==> config.mk <==
export PLATFORM = sky130hd
export DESIGN_NAME = axioma_timer2_irq
export DESIGN_NICKNAME = d
export VERILOG_FILES = /design/src/rtl/axioma_irq_pkg.sv /design/src/rtl/axioma_sync_edge.sv /design/src/rtl/axioma_timer2_irq.sv
export SDC_FILE = /design/constraint.sdc
export NUM_CORES = 1
export LEC_CHECK = 0
export ABC_AREA = 1
export CORE_ASPECT_RATIO = 0.7
export CORE_MARGIN = 3
export CORE_UTILIZATION = 40
export DETAILED_ROUTE_END_ITERATION = 6
export HOLD_SLACK_MARGIN = 0.15
export PLACE_DENSITY = 0.7
export RECOVER_POWER = 25
export SETUP_SLACK_MARGIN = 0.4
export SYNTH_ARGS = -nofsm -noshare
export SYNTH_HDL_FRONTEND = slang
export SYNTH_SLANG_ARGS = --single-unit
==> constraint.sdc <==
create_clock -name clk -period 2.9 [get_ports clk]
set_clock_uncertainty 0.1 [all_clocks]
set_input_delay 0.435 -clock clk [delete_from_list [all_inputs] [get_ports clk]]
set_output_delay 0.435 -clock clk [all_outputs]
set_load 0.05 [all_outputs]
==> src/rtl/axioma_irq_pkg.sv <==
// Shared definitions for the Timer2 interrupt block: flag bit positions, vector
// numbers, request FSM encoding and the fixed-priority source picker.
package axioma_irq_pkg;

  localparam int NUM_SRC = 3;

  localparam logic [1:0] BIT_TOV2  = 2'd0;
  localparam logic [1:0] BIT_OCF2A = 2'd1;
  localparam logic [1:0] BIT_OCF2B = 2'd2;

  localparam logic [4:0] VEC_COMPA = 5'd7;
  localparam logic [4:0] VEC_COMPB = 5'd8;
  localparam logic [4:0] VEC_OVF   = 5'd9;

  typedef enum logic [1:0] {
    ST_IDLE  = 2'd0,
    ST_REQ   = 2'd1,
    ST_ACKED = 2'd2
  } irq_state_e;

  typedef struct packed {
    logic       hit;
    logic [1:0] src;
    logic [4:0] vec;
  } irq_pick_t;

  // Priority OCF2A > OCF2B > TOV2 over the enabled, pending flags.
  function automatic irq_pick_t irq_pick(input logic [NUM_SRC-1:0] pend);
    irq_pick_t p;
    p = '0;
    if (pend[BIT_OCF2A])      p = '{hit: 1'b1, src: BIT_OCF2A, vec: VEC_COMPA};
    else if (pend[BIT_OCF2B]) p = '{hit: 1'b1, src: BIT_OCF2B, vec: VEC_COMPB};
    else if (pend[BIT_TOV2])  p = '{hit: 1'b1, src: BIT_TOV2,  vec: VEC_OVF};
    return p;
  endfunction

endpackage

==> src/rtl/axioma_sync_edge.sv <==
// Multi-flop synchronizer followed by a registered rising-edge detector for one
// Timer2 event line.
module axioma_sync_edge #(
  parameter int SYNC_STAGES = 2
) (
  input  logic clk,
  input  logic reset,
  input  logic evt,
  output logic pulse
);

  logic [SYNC_STAGES-1:0] sync;
  logic [SYNC_STAGES-1:0] vld_pipe;
  logic                   prev;
  logic                   armed;

  // vld_pipe marks which sync stages hold post-reset samples; the detector only
  // arms after a genuine low, so a line held high across reset never fires.
  always_ff @(posedge clk or posedge reset) begin
    if (reset) begin
      sync     <= '0;
      vld_pipe <= '0;
      prev     <= 1'b0;
      armed    <= 1'b0;
      pulse    <= 1'b0;
    end else begin
      sync     <= {sync[SYNC_STAGES-2:0], evt};
      vld_pipe <= {vld_pipe[SYNC_STAGES-2:0], 1'b1};
      prev     <= sync[SYNC_STAGES-1];
      if (vld_pipe[SYNC_STAGES-1] && !sync[SYNC_STAGES-1]) armed <= 1'b1;
      pulse    <= sync[SYNC_STAGES-1] & ~prev & armed;
    end
  end

endmodule

==> src/rtl/axioma_timer2_irq.sv <==
// Timer2 interrupt flags (TIFR2), mask (TIMSK2) and the single-request
// handshake FSM toward the CPU.
module axioma_timer2_irq
  import axioma_irq_pkg::*;
#(
  parameter logic [5:0] ADDR_TIFR2  = 6'h37,
  parameter logic [5:0] ADDR_TIMSK2 = 6'h38,
  parameter int         SYNC_STAGES = 2
) (
  input  logic       clk,
  input  logic       reset,
  input  logic [5:0] io_addr,
  input  logic [7:0] io_data_in,
  output logic [7:0] io_data_out,
  input  logic       io_read,
  input  logic       io_write,
  input  logic       evt_compa,
  input  logic       evt_compb,
  input  logic       evt_ovf,
  output logic       irq_req,
  output logic [4:0] irq_vector,
  input  logic       irq_ack,
  output logic [2:0] debug_flags
);

  logic [NUM_SRC-1:0] evt_vec;
  logic [NUM_SRC-1:0] set_vec;
  logic [NUM_SRC-1:0] tifr;
  logic [NUM_SRC-1:0] timsk;
  logic [NUM_SRC-1:0] pend;
  logic [NUM_SRC-1:0] sw_clr;
  logic [NUM_SRC-1:0] ack_clr;
  logic               wr_tifr;
  logic               wr_timsk;
  logic               latch;
  logic               unused_bits;
  irq_pick_t          pick;
  irq_state_e         state, state_nx;
  logic [1:0]         src_q;
  logic [4:0]         vec_q;

  // Lane index equals the TIFR2 bit each event sets.
  assign evt_vec = {evt_compb, evt_compa, evt_ovf};

  axioma_sync_edge #(.SYNC_STAGES(SYNC_STAGES)) u_sync [NUM_SRC-1:0] (
    .clk   (clk),
    .reset (reset),
    .evt   (evt_vec),
    .pulse (set_vec)
  );

  assign wr_tifr     = io_write && (io_addr == ADDR_TIFR2);
  assign wr_timsk    = io_write && (io_addr == ADDR_TIMSK2);
  assign unused_bits = ^io_data_in[7:3];

  assign pend    = tifr & timsk;
  assign pick    = irq_pick(pend);
  assign sw_clr  = wr_tifr ? io_data_in[NUM_SRC-1:0] : '0;
  assign ack_clr = (state == ST_REQ && irq_ack) ? (3'b001 << src_q) : '0;

  // Sets are OR-ed in after clears so a coincident set always wins.
  always_ff @(posedge clk or posedge reset) begin
    if (reset) begin
      tifr  <= '0;
      timsk <= '0;
    end else begin
      tifr <= (tifr & ~(sw_clr | ack_clr)) | set_vec;
      if (wr_timsk) timsk <= io_data_in[NUM_SRC-1:0];
    end
  end

  always_ff @(posedge clk or posedge reset) begin
    if (reset) begin
      state <= ST_IDLE;
      src_q <= '0;
      vec_q <= '0;
    end else begin
      state <= state_nx;
      if (latch) begin
        src_q <= pick.src;
        vec_q <= pick.vec;
      end
    end
  end

  // ACKED arbitrates itself so the request gap after an ack is one cycle.
  always_comb begin
    state_nx = state;
    latch    = 1'b0;
    unique case (state)
      ST_IDLE: begin
        if (pick.hit) begin
          state_nx = ST_REQ;
          latch    = 1'b1;
        end
      end
      ST_REQ: begin
        if (irq_ack)           state_nx = ST_ACKED;
        else if (!pend[src_q]) state_nx = ST_IDLE;
      end
      ST_ACKED: begin
        state_nx = pick.hit ? ST_REQ : ST_IDLE;
        latch    = pick.hit;
      end
      default: state_nx = ST_IDLE;
    endcase
  end

  assign irq_req     = (state == ST_REQ);
  assign irq_vector  = irq_req ? vec_q : 5'd0;
  assign debug_flags = tifr;

  always_comb begin
    io_data_out = 8'h00;
    if (io_read) begin
      if (io_addr == ADDR_TIFR2)       io_data_out = {5'b0, tifr};
      else if (io_addr == ADDR_TIMSK2) io_data_out = {5'b0, timsk};
    end
  end

endmodule

# Yosys cells after proc, flatten, opt, wreduce, memory -nomap -nowiden
# Index checks and enable logic that the tools add are counted.
# totals
input_bits	22
latchBits	0
reg_bits	36
n_memories	0
romBits	0
ramBits	0
# op_classes
bitwise	14
n_mux	18
n_mul	0
magnitude_cmp	1
div_mod_pow	0
eq_ne	6
reduce_logical	11
shift	1
n_addsub	0
# ops
op	count
two-way mux 8 bit	3
two-way mux 3 bit	5
== test 6 bit (second input constant)	2
bitwise AND 1 bit	6
bitwise AND 3 bit	2
logical AND 1 bit	6
two-way mux 2 bit	3
bitwise OR 3 bit	2
one-hot mux 2 bit (3 select lines)	1
two-way mux 5 bit	1
logical NOT 1 bit	3
< comparator 2 x 3 -> 1 bit (second input constant)	1
two-way mux 1 bit	3
inequality test 3 bit (second input constant)	1
inverter 1 bit	3
inverter 3 bit	1
<< shifter 1 x 2 -> 3 bit (first input constant)	1
binary-select mux 1 bit (select 2 bit)	1
== test 2 x 1 -> 1 bit (second input constant)	1
== test 2 bit (second input constant)	1
logical NOT 2 bit	1
inequality test 2 bit (second input constant)	1
one-hot mux 1 bit (2 select lines)	1
AND reduction 2 bit	1

# Depth between registers and ports, before layout
# depth
ltp_word	7
ltp_mapped	6
ltp_nobuf	6

# Cells and area by module
# From an unflattened synthesis, not the netlist that was laid out.
# unflattened
cells_unflattened	157
hier_area_um2	1393.8
# modules_own_cells
module	cells_per_inst	instances	area_each_um2
axioma_timer2_irq	112	1	770.7
axioma_sync_edge	15	3	207.7

# Worst setup path before layout
# No wires, ideal clock.
# synth_timing
kind	register -> output
start	register tifr[0], in the netlist debug_flags[0]
end	output io_data_out[0]
path_buffers	0
t_required_ns	2.365
stages_incl_launch_ff	3
arrival_time_ns	1.574
path_slack_ns	0.791
path_cell_list	dfrtp_1 nand3_1 a21oi_1
# synth_via
elab_chain_cells	2
# synth_rtl
item	line	rtl
from (decl)	axioma_timer2_irq.sv:28	logic [NUM_SRC-1:0] tifr;
from (signal assigned)	axioma_timer2_irq.sv:67	tifr <= (tifr & ~(sw_clr | ack_clr)) | set_vec;
two-way mux 3 bit	axioma_timer2_irq.sv:116	if (io_addr == ADDR_TIFR2) io_data_out = {5'b0, tifr};
two-way mux 3 bit	axioma_timer2_irq.sv:115	if (io_read) begin
to (decl)	axioma_timer2_irq.sv:14	output logic [7:0] io_data_out,
# Every way passes these cells.

# Worst setup path in the final report
# layout_timing
start	register state[0]
end	output irq_vector[2]
# layout_via
elab_chain_cells	2
# layout_rtl
item	line	rtl
from (decl)	axioma_timer2_irq.sv:38	irq_state_e state, state_nx;
from (signal assigned)	axioma_timer2_irq.sv:78	state <= state_nx;
== test 2 x 1 -> 1 bit	axioma_timer2_irq.sv:109	assign irq_req = (state == ST_REQ);
two-way mux 5 bit	axioma_timer2_irq.sv:110	assign irq_vector = irq_req ? vec_q : 5'd0;
to (decl)	axioma_timer2_irq.sv:21	output logic [4:0] irq_vector,
# Every way passes these cells.

==> results_tabular.tex <==
\begin{tabular}{lr}
\hline
Metric & Value \\
\hline
\multicolumn{2}{l}{\textbf{Critical path}} \\
Launch point of the worst path & state[0] \\
Worst path max stage delay & just over 0.8 ns \\
Data required time of the critical path & between 2 and 2.5 ns \\
Critical path destination & irq\_vector[2] \\
Number of cells on the worst reg-to-reg path & 5 \\
Worst R2R Setup Slack & 1.77 ns \\
Nature of the critical path endpoint & primary output \\
Crit path max-delay cell type & sky130\_fd\_sc\_hd\_\_clkdlybuf4s50\_1 \\
CP startpoint kind & flip-flop \\
Setup CP Type & reg -> out \\
Series of cell instances along the critical path & nand2\_2 > nor2\_1 > clkdlybuf4s50\_1 \\
Reg2Reg Capture Point & state[0] \\
Origin of the critical flop-to-flop path & debug\_flags[1] \\
Data arrival, critical path & around 1.8 ns \\
Crit-path max FO & 5 \\
\multicolumn{2}{l}{\textbf{Synth}} \\
Post-Syn Area per Cell & a little under 9 um2 \\
Post-synthesis instance total & approximately 140 \\
Number of distinct library cells after synthesis & 18 \\
Area of the mapped netlist & around 1300 um2 \\
Total of flip-flops plus latches after synthesis & 29 \\
Synth warn & 0 \\
Sequential fraction of the synthesis area & 57.1\% \\
\multicolumn{2}{l}{\textbf{Finish}} \\
Total area of sequential cells & approximately 730 um2 \\
Count of nets after finishing & $\sim$200 \\
Final design instance area without fill & between 1500 and 2000 um2 \\
Area growth from synthesis to layout & 31.3\% \\
Fill cells & roughly 260 \\
Area of the multi-input gates & slightly below 400 um2 \\
Share of cells above drive strength 1 & 14.6\% \\
Final antenna diode count & 0 \\
\multicolumn{2}{l}{\textbf{Global routing}} \\
Vias in the first global route & approximately 940 \\
Overall routing resource usage & between 10\% and 20\% \\
Antenna violations before repair & 0 \\
GRT Residual Overflow & 0 \\
Pin count of the biggest net entering global routing & 30 \\
Wire length of the first global-routing pass & between 4000 and 5000 um \\
\multicolumn{2}{l}{\textbf{Clocking}} \\
Post-CTS Setup Inserts & 0 \\
Cell at the root of the clock tree & sky130\_fd\_sc\_hd\_\_clkbuf\_8 \\
Clock insertion delay at the later pin of the skew report & 0.27 ns \\
Number of buffers added by the clock tree synthesis step & 5 \\
Deepest level of the CTS H-tree & 2 \\
Clock Pin Slew Worst Setup and Hold Paths & $\sim$0.06 ns \\
Number of sinks on the clock net & 29 \\
Clock tree from TritonCTS & yes \\
Resize count post-CTS & 0 \\
Clock buffer depth & 2 \\
Number of buffers inserted for hold repair after clock tree synthesis & 0 \\
\multicolumn{2}{l}{\textbf{Place}} \\
Buffers added on ports & 27 \\
Area of placed instances & between 1500 and 2000 um2 \\
Gp weighted congestion & around 0.84 \\
Final HPWL from detailed placement & about 1800 um \\
\multicolumn{2}{l}{\textbf{STA}} \\
Final Critical Period & 2.35 ns \\
Final setup violation count & 0 \\
Fmax achieved & approximately 430 MHz \\
Worst-margin pin slew & about 1.5 ns \\
Setup\_tns & 0 ns \\
Number of max-slew violations in the final report & 0 \\
Final worst-path cycle share & approximately four fifths \\
Setup repair after global routing missed its margin & false \\
Max\_slew headroom & less than 1\% \\
Hold violation count in the final report & 0 \\
\multicolumn{2}{l}{\textbf{Drt}} \\
Detailed Route Iter0 Violations & 79 \\
Count of antenna-violating nets left after detailed routing & 0 \\
Via-per-instance ratio & approximately 4.6 \\
Number of search-and-repair iterations in the first detailed-routing pass & 6 \\
Per-cell routed wire length & 10.6 um \\
DRC Markers & 0 \\
Aggregate routed wire length & $\sim$2300 um \\
Total number of vias & between 900 and 1,000 \\
\multicolumn{2}{l}{\textbf{Floorplan}} \\
Effective utilization at floorplan & a little over two fifths \\
Number of top-level pins & 39 \\
Standard-cell row count & 16 \\
Floorplan die area & 3900 um2 \\
Placeable core region & approximately 2900 um2 \\
Height of the die & 53.1 um \\
Die Width & about 73 um \\
\multicolumn{2}{l}{\textbf{Hold path}} \\
Class of the tightest hold or removal check & reg -> reg \\
\multicolumn{2}{l}{\textbf{Power and ir drop}} \\
Combinational fraction of design power & between 30\% and 40\% \\
Pwr/cell area & about 840 nW/um2 \\
Maximum vdd drop & 0.000378 V \\
Net switching power & between 400 and 500 uW \\
Cell leakage power & about 0.00084 uW \\
Sequential group share of total power & 37.3\% \\
Internal power contribution & about 900 uW \\
Switching share of power & 35.7\% \\
Proportion of power drawn by the clock network & around 31\% \\
\multicolumn{2}{l}{\textbf{Status}} \\
Outcome & completed \\
\multicolumn{2}{l}{\textbf{Flow run}} \\
Count of maximum capacitance violations & 0 \\
\hline
\end{tabular}
final cells by class:
class | instances | share of cell area, %
timing repair buffer | 28 | 16.0
tap | 36 | 2.70
inverter | 30 | 6.75
clock buffer | 6 | 4.95
sequential | 29 | 43.5
clock inverter | 2 | 2.25
multi-input combinational | 83 | 23.9
flip-flops by register name, summed over array words and instances, names as in the netlist:
name and cells:
state 2, vec_q 2, u_sync.vld_pipe 2, debug_flags 3, timsk 3, u_sync.sync 6
u_sync.pulse 3, u_sync.armed 3, src_q 2, u_sync.prev 3
worst min path at each step:
stage                                      from                    end  cells past startpoint
after detailed placement      u_sync[1].sync[0]      u_sync[1].sync[1]                      0
after CTS                     u_sync[0].sync[0]      u_sync[0].sync[1]                      0
after global placement        u_sync[0].sync[0]      u_sync[0].sync[1]                      0
after floorplan               u_sync[0].sync[0]      u_sync[0].sync[1]                      0
final                         u_sync[0].sync[0]      u_sync[0].sync[1]                      0
after global routing      u_sync[2].vld_pipe[0]  u_sync[0].vld_pipe[1]                      0
logic make-up after synthesis:
group | Yosys count | synth area share (%)
compound gates | 13 | 5.32
buf+inv | 37 | 13.0
flops | 29 | 57.1
other cells | 2 | 0.591
simple gates | 63 | 23.9
per-stage QoR:
| stage | utilization [%] | setup slack, ns | hold WS (ns) | total power (uW) | std cells |
|---|---|---|---|---|---|
| floorplan | - | 0.791 | 0.231 | 850 | 149 |
| global placement | 53.4 | 0.754 | 0.234 | 974 | 206 |
| detailed placement | 53.4 | 0.726 | 0.237 | 983 | 206 |
| CTS | 57.6 | 0.526 | 0.253 | 1410 | 214 |
| global route | 57.5 | 0.446 | 0.259 | 1490 | 214 |
| finish | 57.5 | 0.552 | 0.250 | 1400 | 214 |
Yosys cell counts, drive strengths merged:
library cell / number / area [um2]
nand3: 11 / 65.1
nor3: 3 / 15.0
buf: 7 / 52.6
dfrtp: 29 / 726
conb: 2 / 7.51
o21bai: 1 / 7.51
nand2: 32 / 130
inv: 30 / 113
a21oi: 4 / 20.0
nand4: 3 / 18.8
o21ai: 8 / 40.0
nor2: 14 / 75.1
critical path, delay by kind of cell, from the launching register on:
family                 cells  cell delay [ns]
flip-flops                 1             0.44
buffers and inverters      1             0.83
AND/OR/NAND/NOR            2             0.27
layout by cell type (no fill, tap or decap):
cell	instances
sky130_fd_sc_hd__dfrtp_1	29
sky130_fd_sc_hd__o21ai_1	6
sky130_fd_sc_hd__inv_1	26
sky130_fd_sc_hd__nor2_4	2
sky130_fd_sc_hd__nand4_1	3
sky130_fd_sc_hd__clkdlybuf4s50_1	21
sky130_fd_sc_hd__inv_2	4
sky130_fd_sc_hd__clkbuf_1	1
sky130_fd_sc_hd__nor3_1	3
sky130_fd_sc_hd__bufinv_16	1
sky130_fd_sc_hd__nand3_1	9
sky130_fd_sc_hd__dlygate4sd3_1	3
sky130_fd_sc_hd__nor2_2	3
sky130_fd_sc_hd__clkinvlp_4	1
sky130_fd_sc_hd__nor2_1	9
sky130_fd_sc_hd__nand2_1	28
sky130_fd_sc_hd__o21ai_0	2
sky130_fd_sc_hd__nand2_2	4
sky130_fd_sc_hd__nand3_2	2
sky130_fd_sc_hd__buf_4	3
sky130_fd_sc_hd__conb_1	7
sky130_fd_sc_hd__o21bai_1	1
sky130_fd_sc_hd__clkbuf_8	6
sky130_fd_sc_hd__a21oi_1	4
power by group through the flow:
stage	sequential, uW	clock [uW]	combinational [uW]
2_1_floorplan	567	0	283
3_3_place_gp	527	0	448
3_5_place_dp	528	0	455
4_1_cts	520	438	456
5_1_grt	530	460	497
6_report	521	427	450
routing by layer:
layer | part of all wire [%] | vias up | GRT usage [%]
met2 | 46 | 33 | 22.3
met3 | 6.7 | 8 | 6.83
met1 | 45 | 450 | 16.3
li1 | - | 488 | -
met4 | 2.3 | 0 | 9.04
met5 | 0 | - | 0
Power figures use the tool's default switching activity.
